==> config.mk <==
export PLATFORM = sky130hd
export DESIGN_NAME = frame_load_sched
export DESIGN_NICKNAME = d
export VERILOG_FILES = /design/src/rtl/frame_load_sched.sv
export SDC_FILE = /design/constraint.sdc
export NUM_CORES = 1
export LEC_CHECK = 0
export ABC_CLOCK_PERIOD_IN_PS = 2850
export CELL_PAD_IN_SITES_DETAIL_PLACEMENT = 0
export CELL_PAD_IN_SITES_GLOBAL_PLACEMENT = 1
export CORE_MARGIN = 1
export CORE_UTILIZATION = 32
export CTS_CLUSTER_SIZE = 16
export DETAILED_ROUTE_END_ITERATION = 8
export HOLD_SLACK_MARGIN = 0.08
export PLACE_DENSITY_LB_ADDON = 0.1
export SLEW_MARGIN = 20
export SYNTH_ARGS = -nofsm -noshare
export SYNTH_HDL_FRONTEND = slang
export SYNTH_SLANG_ARGS = --single-unit
==> constraint.sdc <==
create_clock -name clk_50 -period 2.85 [get_ports clk_50]
set_input_delay 0.7125 -clock clk_50 [delete_from_list [all_inputs] [get_ports clk_50]]
set_output_delay 0.7125 -clock clk_50 [all_outputs]
set_load 0.01 [all_outputs]
==> src/rtl/frame_load_sched.sv <==
// ---------------------------------------------------------------------------
// frame_load_sched
//
// Schedules SPI-flash frame loads into the matrix frame buffer on behalf of
// several requesters (hour / minute / second layers and the button frame).
// Each requester strobes in a frame index; the latest index per requester is
// kept together with a pending flag. Pending requesters are served
// round-robin, one load at a time, over the loader's start/done handshake.
// A load is launched only while the display is blanking and the loader is
// idle. Loads that never complete are abandoned after TIMEOUT_CYC cycles and
// flagged with a sticky error.
//
// Ports:
//   clk_50       system clock
//   rst          asynchronous active-high reset (loader shares this reset)
//   req_valid    per-requester strobe, captures that requester's frame index
//   req_frame    frame indices, requester i in bits [8i+7:8i]
//   blank        display blanking window, loads launch only while high
//   ld_busy      loader busy
//   ld_done      one-cycle completion pulse from the loader
//   err_clr      clears err_timeout
//   ld_start     one-cycle launch pulse to the loader
//   ld_addr      flash byte address of the frame being loaded (held stable)
//   ld_layer     requester/layer index of the load in flight
//   pending      per-requester pending flags
//   active       high while a load is in flight (launch and wait)
//   done_layer   one-hot one-cycle completion pulse
//   err_timeout  sticky load-timeout flag
// ---------------------------------------------------------------------------
module frame_load_sched #(
  parameter int          NUM_REQ     = 3,
  parameter int          FRAME_BYTES = 1024,
  parameter logic [23:0] BASE_ADDR   = 24'h000000,
  parameter int          TIMEOUT_CYC = 65535
) (
  input  logic                 clk_50,
  input  logic                 rst,
  input  logic [NUM_REQ-1:0]   req_valid,
  input  logic [8*NUM_REQ-1:0] req_frame,
  input  logic                 blank,
  input  logic                 ld_busy,
  input  logic                 ld_done,
  input  logic                 err_clr,
  output logic                 ld_start,
  output logic [23:0]          ld_addr,
  output logic [1:0]           ld_layer,
  output logic [NUM_REQ-1:0]   pending,
  output logic                 active,
  output logic [NUM_REQ-1:0]   done_layer,
  output logic                 err_timeout
);

  // The wait counter runs 0..TIMEOUT_CYC-1; hitting the last value without a
  // done means TIMEOUT_CYC wait cycles have elapsed.
  localparam int               CNT_W    = (TIMEOUT_CYC > 1) ? $clog2(TIMEOUT_CYC) : 1;
  localparam logic [CNT_W-1:0] CNT_LAST = CNT_W'(TIMEOUT_CYC - 1);

  typedef enum logic [1:0] {
    IDLE   = 2'd0,
    LAUNCH = 2'd1,
    WAIT   = 2'd2
  } state_t;

  state_t             state;
  state_t             state_next;

  logic [7:0]         frame_reg [NUM_REQ];
  logic [1:0]         rr_ptr;
  logic [CNT_W-1:0]   cnt;

  logic               grant_found;
  logic [1:0]         winner;
  logic [1:0]         cand;
  logic [NUM_REQ-1:0] grant_mask;
  logic [23:0]        addr_calc;
  logic               grant;
  logic               done_hit;
  logic               timeout_hit;

  // Round-robin arbiter: scan upward starting just after the last winner,
  // wrapping modulo NUM_REQ, and take the first pending requester found.
  always_comb begin
    grant_found = 1'b0;
    winner      = '0;
    cand        = '0;
    for (int k = 1; k <= NUM_REQ; k++) begin
      cand = 2'((int'(rr_ptr) + k) % NUM_REQ);
      if (!grant_found && pending[cand]) begin
        grant_found = 1'b1;
        winner      = cand;
      end
    end
  end

  // Flash address of the winner's currently stored frame. The arithmetic is
  // deliberately kept in 24 bits so large indices wrap modulo 2^24.
  always_comb begin
    addr_calc = BASE_ADDR + (24'(frame_reg[winner]) * 24'(FRAME_BYTES));
  end

  // Next-state and output decode. A launch needs something pending, the
  // blanking window and an idle loader. In WAIT a done takes priority over
  // a timeout landing in the same cycle. A done seen during LAUNCH is not
  // looked at.
  always_comb begin
    state_next  = state;
    grant       = 1'b0;
    done_hit    = 1'b0;
    timeout_hit = 1'b0;
    ld_start    = 1'b0;
    active      = 1'b0;
    case (state)
      IDLE: begin
        if (grant_found && blank && !ld_busy) begin
          grant      = 1'b1;
          state_next = LAUNCH;
        end
      end
      LAUNCH: begin
        ld_start   = 1'b1;
        active     = 1'b1;
        state_next = WAIT;
      end
      WAIT: begin
        active = 1'b1;
        if (ld_done) begin
          done_hit   = 1'b1;
          state_next = IDLE;
        end else if (cnt == CNT_LAST) begin
          timeout_hit = 1'b1;
          state_next  = IDLE;
        end
      end
      default: begin
        state_next = IDLE;
      end
    endcase
  end

  // One-hot mask of the requester whose pending flag is consumed by a grant.
  always_comb begin
    grant_mask = '0;
    if (grant) begin
      grant_mask = NUM_REQ'(1) << winner;
    end
  end

  // State register.
  always_ff @(posedge clk_50 or posedge rst) begin
    if (rst) begin
      state <= IDLE;
    end else begin
      state <= state_next;
    end
  end

  // Request capture. A new strobe always overwrites the stored index, so the
  // latest value wins. A strobe on the requester being granted in the same
  // cycle re-sets its flag after the grant consumed the old index, which is
  // why the strobe term is OR-ed in after the mask is applied.
  always_ff @(posedge clk_50 or posedge rst) begin
    if (rst) begin
      pending <= '0;
      for (int i = 0; i < NUM_REQ; i++) begin
        frame_reg[i] <= '0;
      end
    end else begin
      pending <= (pending & ~grant_mask) | req_valid;
      for (int i = 0; i < NUM_REQ; i++) begin
        if (req_valid[i]) begin
          frame_reg[i] <= req_frame[8*i +: 8];
        end
      end
    end
  end

  // Launch bookkeeping. Address and layer are captured at grant time and
  // stay untouched until the next grant, so they are stable for the whole
  // load. The pointer starts at the last requester so that requester 0 is
  // first in line after reset.
  always_ff @(posedge clk_50 or posedge rst) begin
    if (rst) begin
      ld_addr  <= '0;
      ld_layer <= '0;
      rr_ptr   <= 2'(NUM_REQ - 1);
    end else if (grant) begin
      ld_addr  <= addr_calc;
      ld_layer <= winner;
      rr_ptr   <= winner;
    end
  end

  // Timeout counter: cleared in LAUNCH and counting every WAIT cycle.
  always_ff @(posedge clk_50 or posedge rst) begin
    if (rst) begin
      cnt <= '0;
    end else if (state == LAUNCH) begin
      cnt <= '0;
    end else if (state == WAIT) begin
      cnt <= cnt + 1'b1;
    end
  end

  // Completion pulse and sticky error. A timeout in the same cycle as
  // err_clr leaves the flag set.
  always_ff @(posedge clk_50 or posedge rst) begin
    if (rst) begin
      done_layer  <= '0;
      err_timeout <= 1'b0;
    end else begin
      done_layer <= '0;
      if (done_hit) begin
        done_layer <= NUM_REQ'(1) << ld_layer;
      end
      if (timeout_hit) begin
        err_timeout <= 1'b1;
      end else if (err_clr) begin
        err_timeout <= 1'b0;
      end
    end
  end

endmodule

======== After elaboration in Yosys (flattened, before gate mapping) ========
Cells that the tools add are included.
word-level totals
  flip-flop bits (word level) ............. 61
  input bits .............................. 33
  output and inout port bits .............. 35
cells by class
  add/subtract/negate cells ............... 4
  divide/modulo/power cells ............... 3
  order comparisons ....................... 4
  equality and inequality tests ........... 5
  shifts and indexed selects .............. 2
  mux-type cells .......................... 34
  bitwise operators ....................... 4
  reductions and logical operators ........ 12
operator list
  operator                 number
  $mod A32 B3 Y32 const B  3
  $mux W16                 2
  $mux W1                  17
  $add A16 B1 Y16 const B  1
  $bmux W8 S2              1
  $eq A16 B16 Y1 const B   1
  $mux W8                  2
  $mux W2                  6
  $lt A2 B3 Y1 const B     3
  $add A2 B2 Y3 const B    2
  $bmux W1 S2              3
  $mux W3                  2
  $pmux W2 S3              1
  $shl A1 B2 Y3 const A    2
  $logic_and A1 B1 Y1      4
  $reduce_bool A2 Y1       2
  $add A2 B1 Y3 const B    1
  $and A3 B3 Y3            1
  $ge A3 B3 Y1 const B     1
  $logic_not A1 Y1         3
  $ne A3 B3 Y1 const B     1
  $not A2 Y3               1
  $not A3 Y3               1
  $or A3 B3 Y3             1
  other kinds (6)          6

======== Depth between registers and ports, before layout ========
  depth after elaboration ................. 19
  mapped depth ............................ 10
  mapped depth without buffers ............ 7

======== Least setup slack after synthesis ========
No wires, ideal clock.
  kind .................................... reg-to-reg
  from .................................... register, netlist name ld_layer[0]
  to ...................................... register ld_addr[10]
  arrival time ............................ 2.301 ns
  path slack .............................. 0.408 ns
  cell stages (with the launch flop) ...... 11
  clock period less this slack ............ 2.442 ns
  cells stage by stage .................... dfrtp_1 -> inv_1 -> ha_1 -> buf_6 -> nor2b_4 -> buf_6 -> o21a_4 -> nor4b_4 -> buf_6 -> mux2i_1 -> a31oi_1
RTL lines
  item                    line  RTL
  end signal: assignment  187   ld_addr <= addr_calc;
  end: declaration        45    output logic [23:0] ld_addr,

==> results.md <==
- The flow ran to the end, and the final reports show no timing, DRC or antenna violations.
- The dominant combinational cell family by area after synthesis is simple AND/OR/NAND/NOR gates.
- The arithmetic-cell share of the synthesized area counting full adders, half adders and majority gates is 3.23%.
- In the final routed layout, each cell accounts on average for 16.0 µm.
- In the global route stage, met2 resource usage came out at 29.5%.
- Once detail routing completed, the nets flagged for antenna violations numbered 0.
- The count of routing violations after the opening detailed-route iteration is 73.
- Across the VDD grid, the largest voltage drop is 0.346 mV.
- The number of remaining DRC errors is 0.
- The static power due to leakage is 1.77 nW.
- Registers take 0.00150 mm².
- The tree is rooted in a sky130_fd_sc_hd__clkbuf_8.
- Setup repair after global routing left no endpoint under its margin.
- In this run the tool buffered the top-level ports with 51 buffer cells.
- The multi-input combinational cells in the finished layout cover a total of 0.00173 mm².
- For this run, the total global-route usage over all layers was measured as 17.4%.
- In this run the standard cell core region covers 0.0104 mm².
- The worst relative slew slack is 42.0%.
- The portion of netlist area occupied by mux cells is 8.69%.
- For the worst setup path, the data arrival time is 2.83 ns.
- The top flip-flop cell by instance count after synthesis is sky130_fd_sc_hd__dfrtp_1.
- After filler insertion, the fill cell instance count of the layout stands at 1,035.
- The number of instances in the synthesized netlist is 358.
- In this run the core area contains 37 standard-cell rows.
- The final-stage net count is 451.
- The final hold violation count is 0.
- The setup total negative slack is 0 ns.
- The clock passes through at most 2 buffers.
- After Yosys synthesis, XOR and XNOR cells account for 2.01% of the synthesized area.
- In the finished design, the share of the clock period the worst path needs comes to 91.7%.
- Clock tree synthesis found a total of 60 sinks.
- The count of distinct cell types in the synthesized netlist is 52.
- The flop and latch count out of synthesis is 60.
- The initial antenna violation count is 0.
- After synthesis, the cell types taking the most area are sky130_fd_sc_hd__dfrtp_1 42%, sky130_fd_sc_hd__mux2_2 5.8%, sky130_fd_sc_hd__buf_4 3.9%.
- The maximum fanout count along the critical path is 18.
- STA classifies the critical path endpoint as a flop.
- The worst setup skew after layout is 0.00647 ns.
- The number of slew-limit violations in the final report is 0.
- The type of the worst setup path is reg2reg.
- STA puts the critical path data required time at 3.07 ns.
- After Yosys synthesis, and, or, nand and nor cells account for 17.5% of the synthesized area.
- The TritonCTS clock tree is done.
- In the synthesized netlist the async set-or-reset flop fraction comes to 100%.
- The max-capacitance violation count is 0.
- The die covers 0.0113 mm².
- The count of instances resized after the clock tree is built is 0.
- The effective utilization at floorplan is 33.4%.
- The number of I/O pins is 68.
- The number of global-route vias before repair is 2,847.
- The remaining global-route overflow is 0.
- The y dimension of the die is 106 µm.
- Leaving out fill and tap cells, the most frequent cell in the layout is sky130_fd_sc_hd__dfrtp_1.
- The post-synthesis cell type with the largest combined area is sky130_fd_sc_hd__dfrtp_1.
- Detailed routing inserted a total of 2,718 vias.
- The setup-violating endpoint count in the final report is 0.
- The number of detailed-routing iterations run before antenna repair is 4.
- The final total power is 4.52 mW.
- The proportion of layout cells with a drive suffix above 1 is 12.3%.
- The netlist area before placement is 0.00348 mm².
- The congestion estimate from routability-driven global placement came to 0.718.
- The placed wire-length estimate is 6190 µm.
- In the layout the commonest cells are 59 x sky130_fd_sc_hd__dfrtp_1, 51 x sky130_fd_sc_hd__clkdlybuf4s50_1, 34 x sky130_fd_sc_hd__nor2_1.
- The met3 usage in global routing is 4.60%.
- For the pin with the worst max-slew slack, the measured transition is 0.857 ns.
- The level count of the clock H-tree is 3.
- During synthesis, Yosys emitted a total of 0 warnings.
- The signed area change from the synthesized netlist to the final layout is 24.9%.
- In this run the mean area of a mapped cell was 9.73 µm².
- The flip-flop count of the largest register after layout is 24.
- The die is 106 µm wide.
- The power density over the cells is 1040 mW/mm².
- The number of synthesized flops with an enable pin is 0.
- Of the post-synthesis cell area, the dominant cell type holds 42.4%.
- The type of element launching the critical path is a flop.
- Summing the areas of all compound-gate instances in the mapped netlist gives 16.4% of the synthesized area.
- The later-pin clock latency in the skew report is 0.35 ns.
- The kind of path behind the tightest hold check is reg2reg.
- The fraction of the yosys area taken by sequential cells is 43.1%.
- The final layout contains routed wiring with a total length of 8790 µm.
- The first global-routing pass estimated 14,800 µm of wire.
- Counting I/O delays and the setup requirement, the final critical path takes 2.61 ns.
- The post-CTS setup repair buffer count is 0.
- Static timing analysis puts the maximum clock frequency at 0.383 GHz.
- met2 is the most crowded layer.
- The number of hold buffers added after CTS was 0.
- TritonCTS created 9 clock buffers.
- The via density per instance is 4.94.
- The number of diodes is 0.
- The clock-pin slew of the registers on the worst-case setup and hold paths is 0.07 ns.
- The maximum number of pins on one net before global-route repair is 61.
- The met1 usage in global routing is 20.4%.
per-layer routing:
| metal | vias to the layer above | routed length, µm | share of wire, % |
|---|---|---|---|
| met5 | - | 0 | 0 |
| met3 | 17 | 317 | 3.6 |
| met1 | 1306 | 3830 | 44 |
| li1 | 1346 | - | - |
| met4 | 0 | 238 | 2.7 |
| met2 | 49 | 4400 | 50 |
final timing paths:
kind                                    startpoint                       to  cells after the start  slack [ns]
max                        ld_layer[0]$_DFFE_PP0P_  ld_addr[16]$_DFFE_PP0P_                      8        0.24
min                        err_timeout$_DFFE_PP0P_  err_timeout$_DFFE_PP0P_                      1        0.50
max reg2reg                ld_layer[0]$_DFFE_PP0P_  ld_addr[16]$_DFFE_PP0P_                      8        0.24
min reg2reg                err_timeout$_DFFE_PP0P_  err_timeout$_DFFE_PP0P_                      1        0.50
max in group asynchronous                      rst    rr_ptr[1]$_DFFE_PP1P_                      3        1.79
min in group asynchronous                      rst  done_layer[2]$_DFF_PP0_                      3        0.76
stage by stage:
stage          hold WS, ns  worst slack (ns)  util, %  instance area, µm²  std cells
3_5_place_dp         0.496             0.230     39.4                4100        534
3_3_place_gp         0.498             0.102     39.3                4090        534
5_1_grt              0.528            0.0321     41.8                4350        550
6_report             0.502             0.237     41.8                4350        550
4_1_cts              0.511             0.222     41.8                4350        550
2_1_floorplan        0.487             0.408        -                3540        373
where the power goes:
part	leakage, nW	internal, mW	total (mW)	switching (mW)
Sequential	0.735	1.02	1.19	0.164
Combinational	0.913	1.04	2.35	1.31
Clock	0.127	0.628	0.984	0.356
cell families (layout without fill, tap and decap cells):
family / after synthesis / in the layout
compound gates: 78 / 78
fa+ha+maj: 9 / 9
simple gates: 116 / 116
buf+inv: 58 / 99
xor+xnor: 8 / 8
flops: 60 / 60
mux: 28 / 28
other cells: 1 / 16
cell usage after synthesis (6+ instances only):
cell and instances:
sky130_fd_sc_hd__o41ai_1 10, sky130_fd_sc_hd__a31oi_1 8, sky130_fd_sc_hd__o21ai_0 17, sky130_fd_sc_hd__nor3b_1 11, sky130_fd_sc_hd__nor2_1 34, sky130_fd_sc_hd__inv_1 22
sky130_fd_sc_hd__ha_1 9, sky130_fd_sc_hd__xnor2_1 8, sky130_fd_sc_hd__clkbuf_1 11, sky130_fd_sc_hd__a311oi_1 8, sky130_fd_sc_hd__dfrtp_1 59, sky130_fd_sc_hd__buf_4 18
sky130_fd_sc_hd__o311ai_0 8, sky130_fd_sc_hd__mux2i_1 10, sky130_fd_sc_hd__or3_1 6, sky130_fd_sc_hd__a21oi_1 11, sky130_fd_sc_hd__and2_1 9, sky130_fd_sc_hd__nand2_1 25
sky130_fd_sc_hd__nor3_1 8, sky130_fd_sc_hd__mux2_2 18
final cells by class:
| cell class | instances | area share [%] |
|---|---|---|
| multi-input cells | 255 | 39.8 |
| inverters | 22 | 1.90 |
| clock inverters | 4 | 2.19 |
| well taps | 136 | 3.91 |
| repair buffers | 61 | 14.0 |
| flip-flops and latches | 60 | 34.6 |
| clock buffers | 12 | 3.57 |
critical path: stages, from the launching register on:
cell                      delay, ns
sky130_fd_sc_hd__dfrtp_1       0.44
sky130_fd_sc_hd__inv_1         0.12
sky130_fd_sc_hd__ha_1          0.43
sky130_fd_sc_hd__nor2b_4       0.22
sky130_fd_sc_hd__o21a_4        0.30
sky130_fd_sc_hd__nor4b_4       0.32
sky130_fd_sc_hd__buf_12        0.20
sky130_fd_sc_hd__mux2i_1       0.31
sky130_fd_sc_hd__a31oi_1       0.12
Power figures use the tool's default switching activity.
